## src/rtl/bram_scan_pkg.sv

```systemverilog
// Shared types and default sizing for the BRAM scan sequencer.
package bram_scan_pkg;

  // Scan phases, in the order a scan walks through them.
  typedef enum logic [2:0] {
    IDLE,
    LOAD,
    APPLY,
    SETTLE,
    CAPTURE,
    UNLOAD,
    DONE
  } state_e;

  localparam int DEF_DIN_N      = 8;
  localparam int DEF_DOUT_N     = 100;
  localparam int DEF_SETTLE_CYC = 4;

endpackage

```

## src/rtl/bram_scan_sipo.sv

```systemverilog
// Serial-in/parallel-out capture register for the scan result.
// The parallel output only changes on load_en, so a half-shifted word is never visible.
module bram_scan_sipo
  import bram_scan_pkg::*;
#(
  parameter int N = DEF_DOUT_N
) (
  input  logic         clk,
  input  logic         rst,
  input  logic         shift_en,
  input  logic         load_en,
  input  logic         sdi,
  output logic [N-1:0] pout
);

  logic [N-1:0] shift_q, shift_d;
  logic [N-1:0] pout_q, pout_d;
  logic [N-1:0] shifted;

  // Shift toward the MSB, new bit enters at the LSB. load_en arrives in the
  // last shift cycle, so the output takes the shifted value including that bit.
  always_comb begin
    shifted = (shift_q << 1) | N'(sdi);
    shift_d = shift_q;
    pout_d  = pout_q;
    if (shift_en) shift_d = shifted;
    if (load_en)  pout_d  = shifted;
  end

  // Shift and output registers.
  always_ff @(posedge clk or posedge rst) begin
    if (rst) begin
      shift_q <= '0;
      pout_q  <= '0;
    end else begin
      shift_q <= shift_d;
      pout_q  <= pout_d;
    end
  end

  assign pout = pout_q;

endmodule

```

## src/rtl/bram_scan_ctrl.sv

```systemverilog
// Sequencer for the serial di/stb/do port of the BRAM timing-grid fuzzer top:
// shift stimulus out, strobe apply, settle, strobe capture, shift result back in.
module bram_scan_ctrl
  import bram_scan_pkg::*;
#(
  parameter int DIN_N      = DEF_DIN_N,
  parameter int DOUT_N     = DEF_DOUT_N,
  parameter int SETTLE_CYC = DEF_SETTLE_CYC,
  parameter int CNT_W      = $clog2((((DIN_N > DOUT_N) ? DIN_N : DOUT_N) > SETTLE_CYC
                                     ? ((DIN_N > DOUT_N) ? DIN_N : DOUT_N)
                                     : SETTLE_CYC) + 1)
) (
  input  logic              clk,
  input  logic              rst,
  input  logic              start,
  input  logic [DIN_N-1:0]  din_word,
  output logic              busy,
  output logic              done,
  output logic [DOUT_N-1:0] dout_word,
  output logic              scan_di,
  output logic              scan_stb,
  input  logic              scan_do
);

  state_e             state_q, state_d;
  logic [CNT_W-1:0]   cnt_q, cnt_d;
  logic [DIN_N-1:0]   piso_q, piso_d;
  logic               cnt_zero;

  assign cnt_zero = (cnt_q == '0);

  // Next-state logic; the phase counter is reloaded with (length-1) on every
  // phase entry and only decremented while nonzero, so it cannot wrap.
  always_comb begin
    state_d = state_q;
    cnt_d   = cnt_q;
    piso_d  = piso_q;
    case (state_q)
      IDLE: begin
        if (start) begin
          state_d = LOAD;
          cnt_d   = CNT_W'(DIN_N - 1);
          piso_d  = din_word;
        end
      end
      LOAD: begin
        piso_d = piso_q << 1;
        if (cnt_zero) begin
          state_d = APPLY;
          cnt_d   = '0;
        end else begin
          cnt_d = cnt_q - CNT_W'(1);
        end
      end
      APPLY: begin
        state_d = SETTLE;
        cnt_d   = CNT_W'(SETTLE_CYC - 1);
      end
      SETTLE: begin
        if (cnt_zero) begin
          state_d = CAPTURE;
          cnt_d   = '0;
        end else begin
          cnt_d = cnt_q - CNT_W'(1);
        end
      end
      CAPTURE: begin
        state_d = UNLOAD;
        cnt_d   = CNT_W'(DOUT_N - 1);
      end
      UNLOAD: begin
        if (cnt_zero) begin
          state_d = DONE;
          cnt_d   = '0;
        end else begin
          cnt_d = cnt_q - CNT_W'(1);
        end
      end
      DONE: begin
        state_d = IDLE;
        cnt_d   = '0;
      end
      default: begin
        state_d = IDLE;
        cnt_d   = '0;
      end
    endcase
  end

  // State, counter and stimulus shift register.
  always_ff @(posedge clk or posedge rst) begin
    if (rst) begin
      state_q <= IDLE;
      cnt_q   <= '0;
      piso_q  <= '0;
    end else begin
      state_q <= state_d;
      cnt_q   <= cnt_d;
      piso_q  <= piso_d;
    end
  end

  // Outputs decode only flops, so nothing combinational reaches them from inputs.
  assign busy     = (state_q == LOAD) || (state_q == APPLY) || (state_q == SETTLE) ||
                    (state_q == CAPTURE) || (state_q == UNLOAD);
  assign done     = (state_q == DONE);
  assign scan_stb = (state_q == APPLY) || (state_q == CAPTURE);
  assign scan_di  = (state_q == LOAD) && piso_q[DIN_N-1];

  bram_scan_sipo #(.N(DOUT_N)) u_sipo (
    .clk      (clk),
    .rst      (rst),
    .shift_en (state_q == UNLOAD),
    .load_en  ((state_q == UNLOAD) && cnt_zero),
    .sdi      (scan_do),
    .pout     (dout_word)
  );

endmodule

```

## config.mk

```make
export PLATFORM = sky130hd
export DESIGN_NAME = bram_scan_ctrl
export DESIGN_NICKNAME = d
export VERILOG_FILES = /design/src/rtl/bram_scan_pkg.sv /design/src/rtl/bram_scan_sipo.sv /design/src/rtl/bram_scan_ctrl.sv
export SDC_FILE = /design/constraint.sdc
export NUM_CORES = 1
export LEC_CHECK = 0
export CORE_MARGIN = 2
export CORE_UTILIZATION = 55
export CTS_BUF_LIST = sky130_fd_sc_hd__clkbuf_2 sky130_fd_sc_hd__clkbuf_4 sky130_fd_sc_hd__clkbuf_8
export CTS_CLUSTER_DIAMETER = 60
export DETAILED_ROUTE_END_ITERATION = 12
export DONT_BUFFER_PORTS = 1
export HOLD_SLACK_MARGIN = 0.08
export PLACE_DENSITY = 0.7
export REMOVE_ABC_BUFFERS = 1
export SYNTH_ARGS = -nofsm -noshare
export SYNTH_HDL_FRONTEND = slang
export SYNTH_HIERARCHICAL = 1
export SYNTH_SLANG_ARGS = --single-unit
```

## constraint.sdc

```tcl
create_clock -name clk -period 15.65 [get_ports clk]
set_input_delay 3.9125 -clock clk [delete_from_list [all_inputs] [get_ports clk]]
set_output_delay 3.9125 -clock clk [all_outputs]
set_load 0.005 [all_outputs]
```

Word level (Yosys, flattened, before mapping) --
Cells that the tools add are included.
Storage, ports and cells: flip-flop bits (word level) 217, bits in read-only memories 0, memories 0, RAM bits 0, word-level logic and storage cells 40, bits of input ports 12, bits in latches 0, output and inout port bits 104
Cells by class: equality and inequality tests 10, multiplexer cells 10, order comparisons 0, multiply operators 0, bitwise operators 1, shift operators 0, reduce and logical (&&, ||, !) cells 13, div/mod/pow operators 0, $add $sub $neg 1
Operators by type and width (count):
- $or A100 B1 Y100 | 1
- $pmux W7 S4 | 1
- $pmux W3 S6 | 1
- $pmux W8 S2 | 1
- $mux W7 | 2
- $mux W3 | 4
- $eq A3 B3 Y1 const B | 3
- $mux W8 | 1
- $ne A2 B2 Y1 const B | 4
- $logic_not A7 Y1 | 1
- $sub A7 B1 Y7 const B | 1
- $eq A3 B2 Y1 const B | 2
- $logic_or A1 B1 Y1 | 5
- $reduce_and A4 Y1 | 1
- $eq A3 B1 Y1 const B | 1
- $logic_not A3 Y1 | 1
- $reduce_or A3 Y1 | 1
- $logic_and A1 B1 Y1 | 2
- $reduce_and A2 Y1 | 1
- $reduce_bool A2 Y1 | 1

Depth between registers and ports, before layout --
Gate-level depths: netlist (run 1).
depth in word-level cells 5, gate-level depth with buffers 8, gate-level depth less buffers 6

By module --
Netlist (run 1), hierarchy kept.
Modules (own cells, without submodules):
- bram_scan_sipo | area each 7415.9 µm², instances 1, sequential area each 4979.8 µm², cells each 421
- bram_scan_ctrl | area each 1076.0 µm², instances 1, sequential area each 450.4 µm², cells each 110

Worst setup path after synthesis (run 1) --
No wires, ideal clock.
kind register to output, start reg state_q[2], end out scan_di, data arrival time 0.995 ns, buffers on the path 1, required time 11.738 ns, slack 10.743 ns, cell stages (with the launch flop) 4, cell sequence dfrtp_1 -> clkbuf_1 -> nor2_1 -> and3_1
On the way: word-level cells in the longest chain between the ends 2
Ends and longest elaborated chain:
- start: declaration | line bram_scan_ctrl.sv:25 | state_e state_q, state_d;
- start signal: assignment | line bram_scan_ctrl.sv:97 | state_q <= state_d;
- $eq A3 B1 Y1 | line bram_scan_ctrl.sv:108 | assign scan_di = (state_q == LOAD) && piso_q[DIN_N-1];
- $logic_and A1 B1 Y1 | line bram_scan_ctrl.sv:108
- end: declaration | line bram_scan_ctrl.sv:20 | output logic scan_di,
No other way between the ends.

Worst setup path after layout (run 1) --
start reg state_q[2], end out scan_stb
On the way: word-level cells in the longest chain between the ends 2, elaborated cells on any way between the ends 3, those cells by class eq/ne (2); reduce/logical (1)
Ends and longest elaborated chain:
- $eq A3 B2 Y1 or $eq A3 B3 Y1 (tied branches) | line bram_scan_ctrl.sv:107 | assign scan_stb = (state_q == APPLY) || (state_q == CAPTURE);
- $logic_or A1 B1 Y1 * | line bram_scan_ctrl.sv:107
- end: declaration | line bram_scan_ctrl.sv:21 | output logic scan_stb,
Mark *: on every way between the ends. The rest lies on a longest branch, timed or not.

==> PnR_summary.wiki, run 1 <==
{| class="wikitable"
! Metric !! Value
|-
| Result of the run || finished, final reports clean
|-
| Total core area || 0.0151 mm2
|-
| Die width || 128 um
|-
| Number of buffers inserted by hold repair at cts || 0
|-
| Wire length of the first global-routing pass || 22900 um
|-
| Peak supply drop || 0.0000698 V
|-
| Pwr dens || 132 mW/mm2
|-
| Register area share after synthesis || 63.9%
|-
| Gp weighted congestion || 0.748
|-
| Worst slew slack as a fraction of its limit || 29.3%
|-
| Standby leakage power || 0.00465 uW
|-
| Final Setup Violations || 0
|-
| Power share of the combinational group || 10.9%
|-
| Area share of the largest cell type after synthesis || 63.9%
|-
| Drt pass-1 iters || 4
|-
| Overall fraction of global-route tracks in use || 17.3%
|-
| Cell type with the highest aggregate area in the netlist || dfrtp_1
|-
| Worst path required time || 11.74 ns
|-
| TritonCTS sink count || 217
|-
| Final cycle utilization of the critical path || 36.1%
|-
| Clock transition at the register clock pins on the worst setup and hold paths after CTS || 0.06 ns
|-
| Maximum buffer depth of the clock tree || 3
|-
| Fin Clk Skew || 0.0170 ns
|-
| Count of max-cap constraint violations || 0
|-
| I/O pin cnt || 116
|-
| Post-placement worst setup slack || 10.04 ns
|-
| Final worst slack || 10.00 ns
|-
| Initial drt markers || 205
|-
| Area occupied by registers || 0.00543 mm2
|-
| Syn-to-layout area delta || 9.06%
|-
| Synth async-reset ratio || 100%
|-
| Prevailing post-synth register cell || dfrtp_1
|-
| Register bit total from synthesis || 217
|-
| Type of the tightest min-delay check || reg2reg
|-
| Switching part of the total || 24.9%
|-
| CTS root buf || clkbuf_8
|-
| Starting density of the core || 56.1%
|-
| Count of unique library cells instantiated by Yosys || 44
|-
| Nets || 557
|-
| Area of the multi-input gates || 0.00284 mm2
|-
| Remaining antenna violation count || 0
|-
| Wire length after detailed routing || 13800 um
|-
| Arrival time at the worst endpoint || 1.74 ns
|-
| Via count of the first global-routing pass || 4440
|-
| Ratio of cells with drive above 1 in the final layout || 48.5%
|-
| Resized Gates After CTS || 0
|-
| Sequential share of power || 50.1%
|-
| Unrepaired setup endpoints after global routing || false
|-
| Vias after detailed routing || 4268
|-
| Latest clock arrival within the worst-skew pair || 0.51 ns
|-
| Number of pins exceeding their max-slew limit in the final report || 0
|-
| Half-perimeter wire length after placement || 8350 um
|-
| Time the final worst path needs with I/O delays and setup || 5.65 ns
|-
| Critical Path Sink Type || output port
|-
| Count of buffers inserted at the top-level ports || 0
|-
| Number of cells traversed by the worst hold path || 1
|-
| Height of the chip || 128 um
|-
| Yosys warning total || 6
|-
| Main area contributors after synthesis || dfrtp_1 64%, mux2_2 25%, mux2_4 1.8%
|-
| Sum Neg Setup Slack || 0 ns
|-
| Startpoint kind of the worst setup timing path || register
|-
| CTS tree || built
|-
| Post-Synthesis Cells || 531
|-
| Part of the power in the clock network || 39.0%
|-
| Antenna cells || 0
|-
| Internal power || 919 uW
|-
| End-of-flow core utilization || 61.1%
|-
| Measured slew at the worst slew-check pin || 1.06 ns
|-
| Setup fix buffers added after clock tree synthesis || 0
|-
| R2r worst-path depth || 5
|-
| Area of the mapped netlist || 0.00849 mm2
|-
| Maximum number of pins on one net before global-route repair || 111
|-
| Initial antenna violation count || 0
|-
| Number of fill cells in the layout || 1120
|-
| Post-synthesis average cell area || 16.0 um2
|-
| Final-report hold violation count || 0
|-
| Grt ovf || 0
|-
| Core Rows || 45
|-
| Timing-limited maximum frequency || 177 MHz
|-
| Peak fanout along the critical path || 14
|-
| Net switching power || 305 uW
|-
| DRC viols || 0
|-
| Ratio of routed vias to standard cells || 5.68
|-
| Critical path class || reg2out
|-
| Number of synthesized flops with an enable pin || 0
|-
| Clock buffers created by TritonCTS || 35
|-
| Total die area || 0.0164 mm2
|-
| Average routed wire per standard cell || 18.4 um
|-
| Htree depth || 2
|}
[path summary, 6_finish.rpt]
kind / start / to / slack [ns]
max in group asynchronous: rst / u_sipo/pout[7] / 10.67
min reg2reg: piso_q[5] / piso_q[5] / 0.49
max reg2reg: cnt_q[2] / u_sipo/pout[86] / 11.94
max: state_q[2] / scan_stb / 10.00
min: piso_q[5] / piso_q[5] / 0.49
min in group asynchronous: rst / u_sipo/pout[11] / 3.34
[sequential cells by signal, summed over array words and instances (netlist names)]
signal / cells
cnt_q: 7
piso_q: 8
state_q: 3
u_sipo/pout: 100
u_sipo/shift_q: 99
[layout by cell type, fill, tap and decap left out, drive strengths merged, types with 2 or more instances in the layout]
cell type,instances
ha,2
a21oi,7
nand2,2
clkinv,3
or4,3
o221a,3
nor3,3
and2,4
o2bb2ai,4
and3,2
nor4,2
dfrtp,217
nor2b,3
inv,8
nor2,5
clkbuf,53
or3b,2
mux2,199
buf,3
or2b,2
o22ai,4
o21ai,8
a31oi,6
[power groups by stage]
stage	combinational, uW	sequential, uW	clock, uW
2_1_floorplan	114	614	0
3_3_place_gp	128	619	0
3_5_place_dp	134	621	0
4_1_cts	134	612	498
5_1_grt	152	617	522
6_report	133	613	478
[per-stage QoR]
step,power (uW),cells,instance area [um2],hold WS [ns]
6_report,1220,751,9260,0.494
5_1_grt,1290,751,9260,0.524
4_1_cts,1240,751,9260,0.493
3_5_place_dp,756,694,8560,0.476
3_3_place_gp,748,694,8560,0.463
2_1_floorplan,727,503,8280,0.448
[critical path: stages, from the launching register on]
cell and delay [ns]:
dfrtp_1 0.57, or2b_2 0.41, a21oi_1 0.24
[routing by layer]
metal | wire length (um) | vias to the layer above | part of all wire, % | GRT usage [%]
li1 | - | 1937 | - | -
met1 | 5930 | 2199 | 43 | 22.8
met2 | 6440 | 112 | 47 | 25.9
met3 | 1220 | 20 | 8.8 | 7.47
met4 | 229 | 0 | 1.7 | 6.01
met5 | 0 | - | 0 | 0
[cell families after synthesis]
| kind of cell | Yosys count | synth area share, % |
|---|---|---|
| AO/OA/AOI/OAI | 40 | 3.29 |
| multiplexers | 200 | 26.9 |
| AND/OR/NAND/NOR | 36 | 2.70 |
| adder cells (fa/ha/maj) | 2 | 0.295 |
| buffers and inverters | 36 | 2.83 |
| flip-flops | 217 | 63.9 |
[synth_stat cells, types with 3 or more instances]
cell type and n:
a21oi_1 7, a31oi_1 6, and2_1 4, buf_2 9, buf_4 11, buf_6 7, dfrtp_1 217, inv_1 7
mux2_2 189, mux2_4 10, nor2_1 5, nor2b_1 3, nor3_1 3, o21ai_0 8, o221a_2 3, o22ai_1 4
o2bb2ai_1 4
[final cells by class]
type                    count  area share [%]
flip-flops and latches    217            58.6
multi-input cells         278            30.6
clock buffers              53            7.27
well taps                 188            2.54
inverters                   8           0.405
clock inverters             4           0.284
repair buffers              3           0.243
(Power assumes the default switching activity.)
==> run 2: changes to the inputs <==
- ABC_AREA: default -> 1
- PLACE_DENSITY: 0.7 -> 0.73
- clock period: 15.65 -> 4.8 ns (I/O delays scaled with it)
==> PnR_summary.wiki, run 2 <==
{| class="wikitable"
! Metric !! Value
|-
| Pwr dens || 372 mW/mm2
|-
| Type of the tightest min-delay check || reg2reg
|-
| Total core area || 0.0151 mm2
|-
| Most common cell after layout, fill and taps aside || nand2_1
|-
| Drt pass-1 iters || 8
|-
| Syn-to-layout area delta || 9.13%
|-
| Die width || 128 um
|-
| Total die area || 0.0165 mm2
|-
| Peak supply drop || 0.000216 V
|-
| Clock transition at the register clock pins on the worst setup and hold paths after CTS || 0.06 ns
|-
| Htree depth || 2
|-
| Cell type with the highest aggregate area in the netlist || dfrtp_1
|-
| Main area contributors after synthesis || dfrtp_1 64%, nand2_1 28%, buf_2 1.6%
|-
| Antenna cells || 0
|-
| Slack of the worst reg-to-reg path || 2.31 ns
|-
| Synth top cells by count || 636 x nand2_1, 217 x dfrtp_1, 27 x buf_2
|-
| Result of the run || finished, final reports clean
|-
| Vias after detailed routing || 5923
|-
| Average routed wire per standard cell || 13.8 um
|-
| Area occupied by registers || 0.00543 mm2
|-
| Capture instance of the worst register-to-register path || u_sipo/pout[14]
|-
| Arrival time at the worst endpoint || 1.45 ns
|-
| Initial drt markers || 388
|-
| CTS root buf || clkbuf_8
|-
| Remaining antenna violation count || 0
|-
| Wire length after detailed routing || 16400 um
|-
| Initial antenna violation count || 0
|-
| Wire length of the first global-routing pass || 27000 um
|-
| Detailed route wirelength on metal2 || 7500 um
|-
| Worst hold path startpoint || u_sipo/shift_q[98]
|-
| Core Rows || 45
|-
| Area of the mapped netlist || 0.00852 mm2
|-
| Count of buffers inserted at the top-level ports || 0
|-
| Starting density of the core || 56.3%
|-
| Clock buffers created by TritonCTS || 36
|-
| Gp weighted congestion || 0.777
|-
| Worst slew slack as a fraction of its limit || 30.5%
|-
| Post-Synthesis Cells || 980
|-
| Critical Path Sink Type || output port
|-
| DRC viols || 0
|-
| Number of fill cells in the layout || 1304
|-
| Highest metal layer with signal wires || met4
|-
| Yosys warning total || 6
|-
| Count of max-cap constraint violations || 0
|-
| Area of the multi-input gates || 0.00276 mm2
|-
| Commonest cells after routing, fill and taps aside || 636 x nand2_1, 217 x dfrtp_1, 43 x clkbuf_8, 18 x inv_1, 17 x o21ai_0
|-
| Number of buffers inserted by hold repair at cts || 0
|-
| Latest clock arrival within the worst-skew pair || 0.51 ns
|-
| Timing-limited maximum frequency || 377 MHz
|-
| Number of flip-flops in the largest register || 100
|-
| Register bit total from synthesis || 217
|-
| Resized Gates After CTS || 0
|-
| Overall fraction of global-route tracks in use || 20.2%
|-
| Number of pins exceeding their max-slew limit in the final report || 0
|-
| Height of the chip || 128 um
|-
| Worst r2r src || cnt_q[0]
|-
| Maximum number of pins on one net before global-route repair || 143
|-
| Peak fanout along the critical path || 16
|-
| Unrepaired setup endpoints after global routing || false
|-
| Final Setup Violations || 0
|-
| Measured slew at the worst slew-check pin || 1.04 ns
|-
| Most common cell in the synthesized netlist || nand2_1
|-
| Register area share after synthesis || 63.7%
|-
| Maximum buffer depth of the clock tree || 3
|-
| CTS tree || built
|-
| Length of routed met3 wiring || 1400 um
|-
| Number of synthesized flops with an enable pin || 0
|-
| Final cycle utilization of the critical path || 55.2%
|-
| Post-synthesis average cell area || 8.70 um2
|-
| Worst hold path endpoint || u_sipo/shift_q[98]
|-
| Smallest hold slack || 0.476 ns
|-
| Synth async-reset ratio || 100%
|-
| Worst path required time || 3.60 ns
|-
| Ratio of routed vias to standard cells || 4.99
|-
| Final-report hold violation count || 0
|-
| Half-perimeter wire length after placement || 9300 um
|-
| R2r worst-path depth || 9
|-
| Area share of the largest cell type after synthesis || 63.7%
|-
| Number of cells traversed by the worst hold path || 2
|-
| Count of unique library cells instantiated by Yosys || 23
|-
| Setup fix buffers added after clock tree synthesis || 0
|-
| Nets || 992
|-
| End-of-flow core utilization || 61.4%
|-
| Critical path class || reg2out
|-
| Prevailing post-synth register cell || dfrtp_1
|-
| Fin Clk Skew || 0.0152 ns
|-
| Standby leakage power || 0.00535 uW
|-
| TritonCTS sink count || 217
|-
| Time the final worst path needs with I/O delays and setup || 2.65 ns
|-
| Grt ovf || 0
|-
| Startpoint kind of the worst setup timing path || register
|-
| Ratio of cells with drive above 1 in the final layout || 7.70%
|-
| I/O pin cnt || 116
|-
| Metal1 wirelength || 7240 um
|-
| Via count of the first global-routing pass || 5525
|}
==> run 2: per-stage QoR <==
step	instances	power, uW	TNS, ns	setup WS, ns	cell area, um2
after global routing	1188	3590	0	2.03	9300
after global placement	1128	1910	0	2.45	8580
after detailed placement	1128	1900	0	2.34	8580
after floorplan	936	1890	-785.42	-3.85	8280
after CTS	1188	3510	0	2.11	9300
final	1188	3460	0	2.15	9300
==> run 2: worst max-delay path: stages (launching register included) <==
cell and delay [ns]:
dfrtp_1 0.39, bufinv_8 0.23, nand3_4 0.16, nor2_1 0.17
==> run 2: cell families (layout without fill, tap and decap cells) <==
group | Yosys count | count (layout) | synth area share (%)
xor gates and xnor gates | 3 | 3 | 0.308
AOI/OAI and AO/OA | 20 | 20 | 1.37
adders and majority gates | 2 | 2 | 0.294
and+or+nand+nor | 670 | 670 | 30.3
DFF | 217 | 217 | 63.7
buffers and inverters | 68 | 88 | 4.07
==> run 2: worst max-delay path by stage <==
stage	start	to	slack (ns)	cells after the start
floorplan	cnt_q[0]	u_sipo/pout[0]	-3.85	9
global placement	cnt_q[0]	u_sipo/pout[43]	2.45	9
detailed placement	cnt_q[0]	u_sipo/pout[14]	2.34	9
CTS	state_q[2]	scan_di	2.11	3
global route	cnt_q[0]	u_sipo/pout[43]	2.03	9
finish	state_q[2]	scan_di	2.15	3
==> run 2: layout make-up <==
| class | count | area share, % |
|---|---|---|
| timing repair buffer | 4 | 0.457 |
| clock inverter | 3 | 0.242 |
| tap | 188 | 2.53 |
| multi-input combinational | 695 | 29.7 |
| sequential | 217 | 58.4 |
| inverter | 24 | 1.24 |
| clock buffer | 57 | 7.49 |
==> run 2: layer usage <==
metal	GRT usage [%]	vias up
met5	0	-
met4	6.91	0
met3	6.82	20
met2	30.8	157
met1	27.4	2781
li1	-	2965
==> run 2: where the power goes <==
| group | total [uW] | internal (uW) | switching, uW | leakage, uW |
|---|---|---|---|---|
| combinational | 38.7 | 3.57 | 35.2 | 0.00202 |
| clock | 1590 | 916 | 673 | 0.000374 |
| sequential | 1830 | 1830 | 0 | 0.00296 |
| total | 3460 | 2750 | 708 | 0.00535 |
==> run 3: changes to the inputs <==
- ABC_AREA: 1 -> 0
- PLACE_DENSITY: 0.73 -> 0.7
- clock period: 4.8 -> 2.7 ns (I/O delays scaled with it)
==> PnR_summary.wiki, run 3 (synthesis results as in run 1) <==
{| class="wikitable"
! Metric !! Value
|-
| Peak fanout along the critical path || 14
|-
| Nets || 570
|-
| Average routed wire per standard cell || 18.7 um
|-
| Arrival time at the worst endpoint || 1.78 ns
|-
| Post-placement worst setup slack || 0.204 ns
|-
| Remaining antenna violation count || 0
|-
| Result of the run || finished, final reports clean
|-
| CTS root buf || clkbuf_8
|-
| Htree depth || 2
|-
| Number of cells in the design after placement || 705
|-
| Via count of the first global-routing pass || 4726
|-
| Core Rows || 45
|-
| DRC viols || 0
|-
| Fin Clk Skew || 0.0146 ns
|-
| Maximum number of pins on one net before global-route repair || 80
|-
| Master of the slowest instance on the critical path || dfrtp_1
|-
| Placement-stage cell area || 0.00872 mm2
|-
| Syn-to-layout area delta || 11.6%
|-
| Delay of the slowest cell on the worst path || 0.56 ns
|-
| Count of buffers inserted at the top-level ports || 0
|-
| Gp weighted congestion || 0.794
|-
| Initial drt markers || 172
|-
| Standby leakage power || 0.00475 uW
|-
| Number of non-filler instances in the completed layout || 769
|-
| Type of the tightest min-delay check || in2async
|-
| Final cycle utilization of the critical path || 91.0%
|-
| Clock buffers created by TritonCTS || 36
|-
| Height of the chip || 128 um
|-
| Final-report hold violation count || 0
|-
| I/O pin cnt || 116
|-
| Worst path required time || 2.03 ns
|-
| Final worst slack || 0.243 ns
|-
| Worst slew slack as a fraction of its limit || 53.9%
|-
| Timing-limited maximum frequency || 407 MHz
|-
| Critical Path Sink Type || output port
|-
| Ratio of cells with drive above 1 in the final layout || 50.1%
|-
| TritonCTS sink count || 217
|-
| Total core area || 0.0151 mm2
|-
| Maximum buffer depth of the clock tree || 3
|-
| Initial antenna violation count || 0
|-
| Wire length of the first global-routing pass || 23900 um
|-
| Antenna cells || 0
|-
| Vias after detailed routing || 4368
|-
| Grt ovf || 0
|-
| Wire length after detailed routing || 14400 um
|-
| Count of max-cap constraint violations || 0
|-
| Commonest cells after routing, fill and taps aside || 217 x dfrtp_1, 189 x mux2_2, 44 x clkbuf_8, 13 x clkbuf_4, 10 x mux2_4
|-
| Clock transition at the register clock pins on the worst setup and hold paths after CTS || 0.06 ns
|-
| Total die area || 0.0164 mm2
|-
| Critical path class || reg2out
|-
| Die width || 128 um
|-
| Measured slew at the worst slew-check pin || 0.691 ns
|-
| Number of buffer and inverter stages on the critical path || 0
|-
| Startpoint kind of the worst setup timing path || register
|-
| Smallest hold slack || 0.158 ns
|-
| Final cell area excluding filler cells || 0.00947 mm2
|-
| Peak supply drop || 0.000421 V
|-
| Cells along the critical path || or2b_2 > a21oi_1
|-
| Total power of the final layout || 7290 uW
|-
| Unrepaired setup endpoints after global routing || false
|-
| Setup fix buffers added after clock tree synthesis || 0
|-
| Critical path's top delay family || flip-flops
|-
| Time the final worst path needs with I/O delays and setup || 2.46 ns
|-
| Pwr dens || 769 mW/mm2
|-
| CTS tree || built
|-
| Overall fraction of global-route tracks in use || 18.3%
|-
| Most common cell after layout, fill and taps aside || dfrtp_1
|-
| Number of pins exceeding their max-slew limit in the final report || 0
|-
| Final Setup Violations || 0
|-
| Number of flip-flops in the largest register || 100
|-
| Half-perimeter wire length after placement || 9110 um
|-
| Drt pass-1 iters || 5
|-
| Starting density of the core || 56.1%
|-
| Latest clock arrival within the worst-skew pair || 0.52 ns
|-
| Ratio of routed vias to standard cells || 5.68
|}
run 3: cell types whose count changed in the layout (fill, tap and decap cells not counted), sizes merged, moves of 10 or more:
cell,previous run,this run
o21ai,18,8
buf,4,14
nand2,636,2
nand3,17,1
inv,22,7
mux2,0,199
run 3: per-stage QoR:
step | util (%) | setup TNS (ns)
after floorplan | - | -1337.77
after global placement | 57.6 | 0
after detailed placement | 57.6 | 0
after CTS | 62.5 | 0
after global routing | 62.6 | 0
final | 62.6 | 0
run 3: layer usage:
layer	wire length, um	GRT usage (%)	vias up
met1	5890	23.2	2255
met4	329	7.95	0
met2	6930	28.3	127
met3	1230	6.72	29
met5	0	0	-
li1	-	-	1957
run 3: path summary, 6_finish.rpt:
path	start	end	slack, ns	cells after the start
min in group clk	scan_do	u_sipo/shift_q[0]	0.31	1
max in group asynchronous	rst	u_sipo/pout[48]	1.23	3
worst max register to register	cnt_q[0]	u_sipo/pout[74]	0.30	7
worst min register to register	piso_q[5]	piso_q[5]	0.49	1
worst max-delay path	state_q[2]	scan_stb	0.24	2
worst min-delay path	rst	cnt_q[6]	0.16	1
run 3: layout make-up:
cell class                 instances  area, um2
multi-input combinational        278       2840
fill                            1099       5670
clock buffer                      57        703
clock inverter                     6       35.0
sequential                       217       5430
tap                              188        235
inverter                           8       37.5
timing repair buffer              15        190
run 3: power by group:
part,internal (uW),switching (uW),total [uW]
logic,408,472,880
clock network,1650,1230,2880
registers,3390,135,3520
total,5450,1840,7290
run 3: what timing repair did:
item | CTS | global route
setup endpoints to repair | 0 | 65
endpoints found under the hold margin | 13 | 0
gates resized for setup | 0 | 1
hold buffers | 1 | 0
